===== src/rtl/tx_fifo_if.sv =====
// Push/pop/status bundle between the AES stage, the TX FIFO and its word consumer.
interface tx_fifo_if #(
  parameter int DEPTH = 4
);
  localparam int CNT_W = $clog2(DEPTH) + 1;

  logic             write_enable;
  logic [127:0]     write_data;
  logic             clear;
  logic             read_word;
  logic [31:0]      read_data;
  logic             tx_fifo_full;
  logic             empty;
  logic [CNT_W-1:0] block_count;
  logic             overflow;
  logic             underflow;

  modport master (
    output write_enable, write_data, clear, read_word,
    input  read_data, tx_fifo_full, empty, block_count, overflow, underflow
  );

  modport slave (
    input  write_enable, write_data, clear, read_word,
    output read_data, tx_fifo_full, empty, block_count, overflow, underflow
  );
endinterface


===== src/rtl/tx_fifo.sv =====
// Block-in / word-out FIFO: accepts 128-bit blocks, emits them as four 32-bit
// words, most significant word first.
module tx_fifo #(
  parameter int DEPTH = 4
) (
  input  logic      clk,
  input  logic      n_rst,
  tx_fifo_if.slave  bus
);
  localparam int PTR_W = $clog2(DEPTH);
  localparam int CNT_W = PTR_W + 1;

  logic [127:0]     mem [DEPTH];
  logic [PTR_W-1:0] wr_ptr;
  logic [PTR_W-1:0] rd_ptr;
  logic [1:0]       word_idx;
  logic [CNT_W-1:0] block_count;
  logic             overflow;
  logic             underflow;

  logic full;
  logic empty;
  logic push_ok;
  logic pop_ok;
  logic block_done;

  // Status derives from the registered count, so a pop on the same edge
  // cannot make room for a push that arrives while full.
  assign full       = (block_count == CNT_W'(DEPTH));
  assign empty      = (block_count == '0);
  assign push_ok    = bus.write_enable && !full  && !bus.clear;
  assign pop_ok     = bus.read_word    && !empty && !bus.clear;
  assign block_done = pop_ok && (word_idx == 2'd3);

  // NOTE: sequential state uses non-blocking (<=) so every register samples
  // pre-edge values regardless of statement order.
  always_ff @(posedge clk or negedge n_rst) begin
    if (!n_rst) begin
      wr_ptr      <= '0;
      rd_ptr      <= '0;
      word_idx    <= '0;
      block_count <= '0;
      overflow    <= 1'b0;
      underflow   <= 1'b0;
    end else if (bus.clear) begin
      wr_ptr      <= '0;
      rd_ptr      <= '0;
      word_idx    <= '0;
      block_count <= '0;
      overflow    <= 1'b0;
      underflow   <= 1'b0;
    end else begin
      if (push_ok)
        wr_ptr <= wr_ptr + PTR_W'(1);
      if (pop_ok)
        word_idx <= word_idx + 2'd1;
      if (block_done)
        rd_ptr <= rd_ptr + PTR_W'(1);

      case ({push_ok, block_done})
        2'b10:   block_count <= block_count + CNT_W'(1);
        2'b01:   block_count <= block_count - CNT_W'(1);
        default: block_count <= block_count;
      endcase

      if (bus.write_enable && full)
        overflow <= 1'b1;
      if (bus.read_word && empty)
        underflow <= 1'b1;
    end
  end

  // NOTE: the storage array has no reset; the control state above already
  // makes stale contents unreachable, and resetting it would only add fan-out.
  always_ff @(posedge clk) begin
    if (push_ok)
      mem[wr_ptr] <= bus.write_data;
  end

  // NOTE: read_data gets a default before any branch so no latch is inferred.
  always_comb begin
    bus.read_data = 32'h0;
    if (!empty) begin
      case (word_idx)
        2'd0:    bus.read_data = mem[rd_ptr][127:96];
        2'd1:    bus.read_data = mem[rd_ptr][95:64];
        2'd2:    bus.read_data = mem[rd_ptr][63:32];
        default: bus.read_data = mem[rd_ptr][31:0];
      endcase
    end
  end

  assign bus.tx_fifo_full = full;
  assign bus.empty        = empty;
  assign bus.block_count  = block_count;
  assign bus.overflow     = overflow;
  assign bus.underflow    = underflow;
endmodule

===== src/flat_wrapper.sv =====
// flat-port wrapper written by rule: the top's interface ports become plain ports
module tx_fifo_flat 
#(
  parameter int DEPTH = 4
)
  (clk, n_rst, bus_write_enable, bus_write_data, bus_clear, bus_read_word, bus_read_data, bus_tx_fifo_full, bus_empty, bus_block_count, bus_overflow, bus_underflow);
  tx_fifo_if #(.DEPTH(DEPTH)) bus_i ();
  input  logic clk;
  input  logic n_rst;
  input wire logic [$bits(bus_i.write_enable)-1:0] bus_write_enable;
  input wire logic [$bits(bus_i.write_data)-1:0] bus_write_data;
  input wire logic [$bits(bus_i.clear)-1:0] bus_clear;
  input wire logic [$bits(bus_i.read_word)-1:0] bus_read_word;
  output wire logic [$bits(bus_i.read_data)-1:0] bus_read_data;
  output wire logic [$bits(bus_i.tx_fifo_full)-1:0] bus_tx_fifo_full;
  output wire logic [$bits(bus_i.empty)-1:0] bus_empty;
  output wire logic [$bits(bus_i.block_count)-1:0] bus_block_count;
  output wire logic [$bits(bus_i.overflow)-1:0] bus_overflow;
  output wire logic [$bits(bus_i.underflow)-1:0] bus_underflow;
  assign bus_i.write_enable = bus_write_enable;
  assign bus_i.write_data = bus_write_data;
  assign bus_i.clear = bus_clear;
  assign bus_i.read_word = bus_read_word;
  assign bus_read_data = bus_i.read_data;
  assign bus_tx_fifo_full = bus_i.tx_fifo_full;
  assign bus_empty = bus_i.empty;
  assign bus_block_count = bus_i.block_count;
  assign bus_overflow = bus_i.overflow;
  assign bus_underflow = bus_i.underflow;
  tx_fifo #(.DEPTH(DEPTH)) u_core (.clk(clk), .n_rst(n_rst), .bus(bus_i));
endmodule

===== config.mk =====
export PLATFORM = sky130hd
export DESIGN_NAME = tx_fifo_flat
export DESIGN_NICKNAME = d
export VERILOG_FILES = /design/src/rtl/tx_fifo_if.sv /design/src/rtl/tx_fifo.sv /design/src/flat_wrapper.sv
export SDC_FILE = /design/constraint.sdc
export NUM_CORES = 1
export LEC_CHECK = 0
export BUFFER_PORTS_ARGS = -buffer_cell sky130_fd_sc_hd__buf_4
export CORE_ASPECT_RATIO = 0.8
export CORE_MARGIN = 2
export CORE_UTILIZATION = 50
export DETAILED_ROUTE_END_ITERATION = 8
export PLACE_DENSITY = 0.74
export SKIP_CTS_REPAIR_TIMING = 1
export SKIP_LAST_GASP = 1
export SYNTH_ARGS = -nofsm -noshare
export SYNTH_HDL_FRONTEND = slang
export SYNTH_SLANG_ARGS = --single-unit

===== constraint.sdc =====
create_clock -name clk -period 9.6 [get_ports clk]
set_input_delay 1.92 -clock clk [delete_from_list [all_inputs] [get_ports clk]]
set_output_delay 1.92 -clock clk [all_outputs]
set_load 0.005 [all_outputs]

**Word level (Yosys, flattened, before mapping)**

Memory sizes are Yosys's and may differ from the RTL's.
Cells that the tools add are included.

- Bits of input ports: 133
- Flip-flop bits (word level): 11
- Memory bits (writable): 512
- Memories kept: 1
- Output and inout bits: 39
- Logic and storage cells: 52

- Add/sub/neg operators: 5
- Mux-type cells: 16
- Equality and inequality tests: 6
- Reductions and logical operators: 18

Memory list:

| memory | depth | width | read ports | clocked after Yosys merged registers in | write ports | RTL line | text |
|---|---|---|---|---|---|---|---|
| u_core.mem | 4 | 128 | 1 | 0 | 1 | tx_fifo.sv:13 | `logic [127:0] mem [DEPTH];` |

Operators by type and width:

| operator | count |
|---|---|
| $pmux 32 s3 | 1 |
| $mux 32 | 1 |
| $mux 2 | 6 |
| $reduce_bool 2->1 | 5 |
| $logic_and 1x1->1 | 7 |
| $add 2x1->2 const B | 3 |
| $eq 2x2->1 const B | 3 |
| $mux 1 | 6 |
| $pmux 3 s2 | 1 |
| $eq 2x1->1 const B | 2 |
| $add 3x1->3 const B | 1 |
| $eq 3x3->1 const B | 1 |
| $logic_not 1->1 | 3 |
| $logic_not 3->1 | 1 |
| $mux 3 | 1 |
| $reduce_bool 3->1 | 1 |
| $sub 3x1->3 const B | 1 |
| $logic_not 2->1 | 1 |

**Depth between registers and ports, before layout**

- Depth after elaboration: 8
- Mapped depth: 8

**Worst setup path after synthesis**

No wires, ideal clock.

- Kind: input -> register
- Start point: in bus_write_enable
- End point: mem u_core.mem[0][0] (enable)
- Setup slack: 3777 ps
- Path buffers: 0
- Data required time: 9097 ps
- Data arrival time: 5320 ps
- Stages on the path: 3
- Cell sequence: a21bo_1 -> nor2_1 -> and2_1

- Longest elaborated chain between the ends: 4

RTL lines:

| item | RTL line | text |
|---|---|---|
| from (decl) | flat_wrapper.sv:10 | `input wire logic [$bits(bus_i.write_enable)-1:0] bus_write_enable;` |
| $logic_and 1x1->1 (2 in series) | tx_fifo.sv:31 | `assign push_ok = bus.write_enable && !full && !bus.clear;` |
| $mux 1 | tx_fifo.sv:76 | `if (push_ok)` |
| $mux 1 (not written as such) | tx_fifo.sv:77 | `mem[wr_ptr] <= bus.write_data;` |
| to (decl) | tx_fifo.sv:13 |  |

Every way passes these cells.

**Worst setup path in the final report**

- Start point: reg u_core.word_idx[0]
- End point: out bus_read_data[8]

- Longest elaborated chain between the ends: 3
- Elaborated cells between the ends (all ways): 5
- Those cells by class: eq/ne (2); mux (2); reduce/logical (1)

RTL lines:

| item | RTL line | text |
|---|---|---|
| from (decl) | tx_fifo.sv:16 | `logic [1:0] word_idx;` |
| from (signal assigned) | tx_fifo.sv:56 | `word_idx <= word_idx + 2'd1;` |
| $eq 2x2->1 (tied with other cells) | tx_fifo.sv:84 | `case (word_idx)` |
| $pmux 32 s3 * | tx_fifo.sv:84 |  |
| $mux 32 * | tx_fifo.sv:83 | `if (!empty) begin` |
| to (decl) | flat_wrapper.sv:14 | `output wire logic [$bits(bus_i.read_data)-1:0] bus_read_data;` |

Mark *: on every way between the ends. The rest lies on a longest branch, timed or not.

==> flow_metrics.tcl <==
set metrics [dict create \
    cts_buffer_depth 3 \
    finalSetupTns_ns 0 \
    cts.clk_slew.worst_paths_ns 0.06 \
    crit_path_end_kind "primary output" \
    p_seq_share_pct 52.7 \
    stdcell_count 1883 \
    min_to "u_core.bus.overflow$_DFFE_PN0P_" \
    max_freq_ghz 0.174 \
    synth_top_area_share_pct 74.6 \
    maxCapViolations 0 \
    slowest_delay_ns 0.85 \
    synth-seq-cells 523 \
    htreeDepth 2 \
    status "finished, final reports clean" \
    p_switching_w 0.00102 \
    synth-edff-count 512 \
    num_rows 66 \
    pin_count 172 \
    worstHoldPathCells 2 \
    worstMarginPinSlew_ns 1.10 \
    synthArstFlopShare_pct 2.10 \
    start_kind "register" \
    hold_viol 0 \
    wl_per_cell_um 23.3 \
    die_w_um 231 \
    hold_class "reg2reg" \
    drt_iter0_markers 1057 \
    hold_slack_ns 0.498 \
    antenna_found_initial 3 \
    syn_nets 1272 \
    pwr-share-comb_pct 5.8 \
    hold_start "u_core.bus.overflow$_DFFE_PN0P_" \
    vias 10800 \
    syn_inst 1129 \
    clock_skew_ns 0.0175 \
    p_leak_nw 7.60 \
    start_util_pct 50.7 \
    worst-setup-path-type "reg2out" \
    vias_per_cell 5.76 \
    yosysWarnings 0 \
    fin_crit_sh_pct 59.7 \
    area_growth_syn_to_layout_pct 16.7 \
    layout.nets 1439 \
    ys_top_cells_by_area "edfxtp_1 75%, mux2i_1 7.5%, mux4_2 3.9%" \
    die_y_um 186 \
    critPathSlowestCell "ha_2" \
    path_cells "inv_1 -> ha_2 -> and3_2 -> buf_4 -> a2111oi_2 -> a21oi_1 -> buf_4" \
    die-area_sq_um 42900 \
    cts_tree "built" \
    coreArea_sq_um 40600 \
    setup_viol 0 \
    r2r_cells 5 \
    yosys.area.top_type "edfxtp_1" \
    firstDrtPassIters 5 \
    cp.required_ns 7.68 \
    synth_cell_type_count 41 \
    grt_usage_pct 20.6 \
    reg2reg_to "u_core.mem[2][96]$_DFFE_PP_" \
    synth-main-ff-cell "edfxtp_1" \
    insertion_delay_ns 0.59 \
    wirelength_um 43800 \
    final_util_pct 59.2 \
    grt_pass1_vias 11100 \
    r2r_start "u_core.bus.block_count[0]$_DFFE_PN0P_" \
    relSlewSlack_pct 26.8 \
    reg2reg_setup_slack_ns 6.20 \
    layout_min_cycle_time_ns 5.73 \
    swShare_pct 20.6 \
    crit_path_max_fanout 33 \
    syn_area_sq_um 20600 \
    dp_cells 1787 \
    grt_pass1_wl_um 66100 \
    final_layout_size_suffix_gt1_share_pct 24.8 \
    drc 0 \
    maxSlewViolCount 0 \
    peakVddDrop_mv 0.140 \
    avgSynthCellArea_sq_um 18.2 \
    clockRootBuffer "clkbuf_16" \
    rsz0062_at_grt "no" \
    gr-total-overflow 0 \
    clkPwrFrac_pct 41.5 \
    cts_sinks 523 \
    power_per_cell_area_nw_per_um2 205 \
    setup.worst_path.start "u_core.word_idx[0]$_DFFE_PN0P_" \
    cts_buffers 51 \
    fillers 3010 \
    crit_path_frequent_cell "buf_4" \
    grt_start_max_net_pins 115 \
    place.gp.congestion 0.767 \
    drtAntennaViolNets 0 \
    p_int_w 0.00392 \
    hpwl_um 24500 \
    synth-seq-area-share_pct 76.0 \
    cp.arrival_ns 3.81 \
    portBuffers 171 \
]
[through the flow]
stage	cell area [sq um]	power, W	setup WS, ns
2_1_floorplan	20600	0.00278	3.78
3_3_place_gp	22300	0.00292	4.54
3_5_place_dp	22300	0.00293	4.44
4_1_cts	24000	0.00498	3.81
5_1_grt	24000	0.00509	3.68
6_report	24000	0.00493	3.87
[state kept, by name, summed over array words and instances (netlist names)]
name / count
u_core.mem: 512
u_core.bus.block_count: 3
u_core.rd_ptr: 2
u_core.word_idx: 2
u_core.wr_ptr: 2
u_core.bus.overflow: 1
u_core.bus.underflow: 1
[final cells by class]
type	count	area [sq um]	area share, %
clock buffer	58	1300	5.42
multi-input combinational	532	4570	19.0
clock inverter	36	424	1.76
sequential	523	15700	65.1
inverter	7	26.3	0.109
tap	544	681	2.83
antenna	2	5.00	0.0208
timing repair buffer	181	1370	5.70
[Yosys cell counts, types with 8 or more instances]
library cell	count
edfxtp_1	512
mux2i_1	154
nor2_1	71
a21oi_1	66
o21ai_0	55
mux4_2	36
nand3b_1	31
o22ai_1	30
a2111oi_2	29
clkbuf_1	26
buf_2	23
dfrtp_1	11
buf_4	9
buf_6	9
ha_1	9
o21ai_1	8
[metal layers]
metal | vias to the layer above | global-route usage, % | part of all wire (%)
li1 | 4850 | - | -
met1 | 5529 | 28.0 | 42
met4 | 2 | 5.91 | 2.4
met5 | - | 0 | 0.030
met3 | 81 | 4.84 | 7.6
met2 | 376 | 33.6 | 48
[critical path: cells and delay by family (launching register included)]
kind / cells / cell delay [ns]
buffers and inverters: 3 / 0.79
AND/OR/NAND/NOR: 1 / 0.79
flip-flops: 1 / 0.42
adder cells (fa/ha/maj): 1 / 0.85
AO/OA/AOI/OAI: 2 / 0.39
[logic make-up (layout without fill, tap and decap cells)]
| group | count (synthesis) | in the layout | share of synthesized area (%) |
|---|---|---|---|
| AOI/OAI and AO/OA | 197 | 197 | 6.52 |
| xor gates and xnor gates | 6 | 6 | 0.292 |
| adders and majority gates | 10 | 10 | 0.644 |
| buffers and inverters | 74 | 282 | 1.98 |
| DFF | 523 | 523 | 76.0 |
| muxes | 191 | 191 | 11.5 |
| other | 0 | 2 | 0 |
| and+or+nand+nor | 128 | 128 | 3.14 |
[cell usage in the layout, fill, tap and decap left out, drive strengths merged, types with 2 or more instances in the layout]
master | synthesis | layout
a2111oi | 30 | 30
a21oi | 66 | 66
a31oi | 2 | 2
and2 | 5 | 5
buf | 41 | 181
bufinv | 0 | 9
clkbuf | 26 | 58
clkinv | 0 | 26
dfrtp | 11 | 11
diode | 0 | 2
edfxtp | 512 | 512
ha | 9 | 9
inv | 7 | 7
mux2i | 154 | 154
mux4 | 36 | 36
nand2 | 7 | 7
nand2b | 2 | 2
nand3 | 4 | 4
nand3b | 31 | 31
nor2 | 71 | 71
nor2b | 3 | 3
o21ai | 63 | 63
o22ai | 30 | 30
xnor2 | 2 | 2
xor2 | 4 | 4
[how the worst max path moves through the flow]
stage | end | slack (ns) | depth (start not counted)
after detailed placement | bus_read_data[8] | 4.44 | 7
after global placement | bus_read_data[8] | 4.54 | 7
after global routing | bus_read_data[8] | 3.68 | 7
final | bus_read_data[8] | 3.87 | 7
after floorplan | u_core.mem[0][0]$_DFFE_PP_ | 3.78 | 3
after CTS | bus_read_data[8] | 3.81 | 7
[power by group through the flow]
| stage | Combinational [W] | Sequential (W) | Clock, W |
|---|---|---|---|
| floorplan | 0.000129 | 0.00265 | 0 |
| finish | 0.000287 | 0.00260 | 0.00205 |
| CTS | 0.000290 | 0.00260 | 0.00209 |
| global placement | 0.000282 | 0.00264 | 0 |
| detailed placement | 0.000289 | 0.00265 | 0 |
| global route | 0.000313 | 0.00260 | 0.00218 |
No activity file was read; power rests on OpenSTA's default activity.
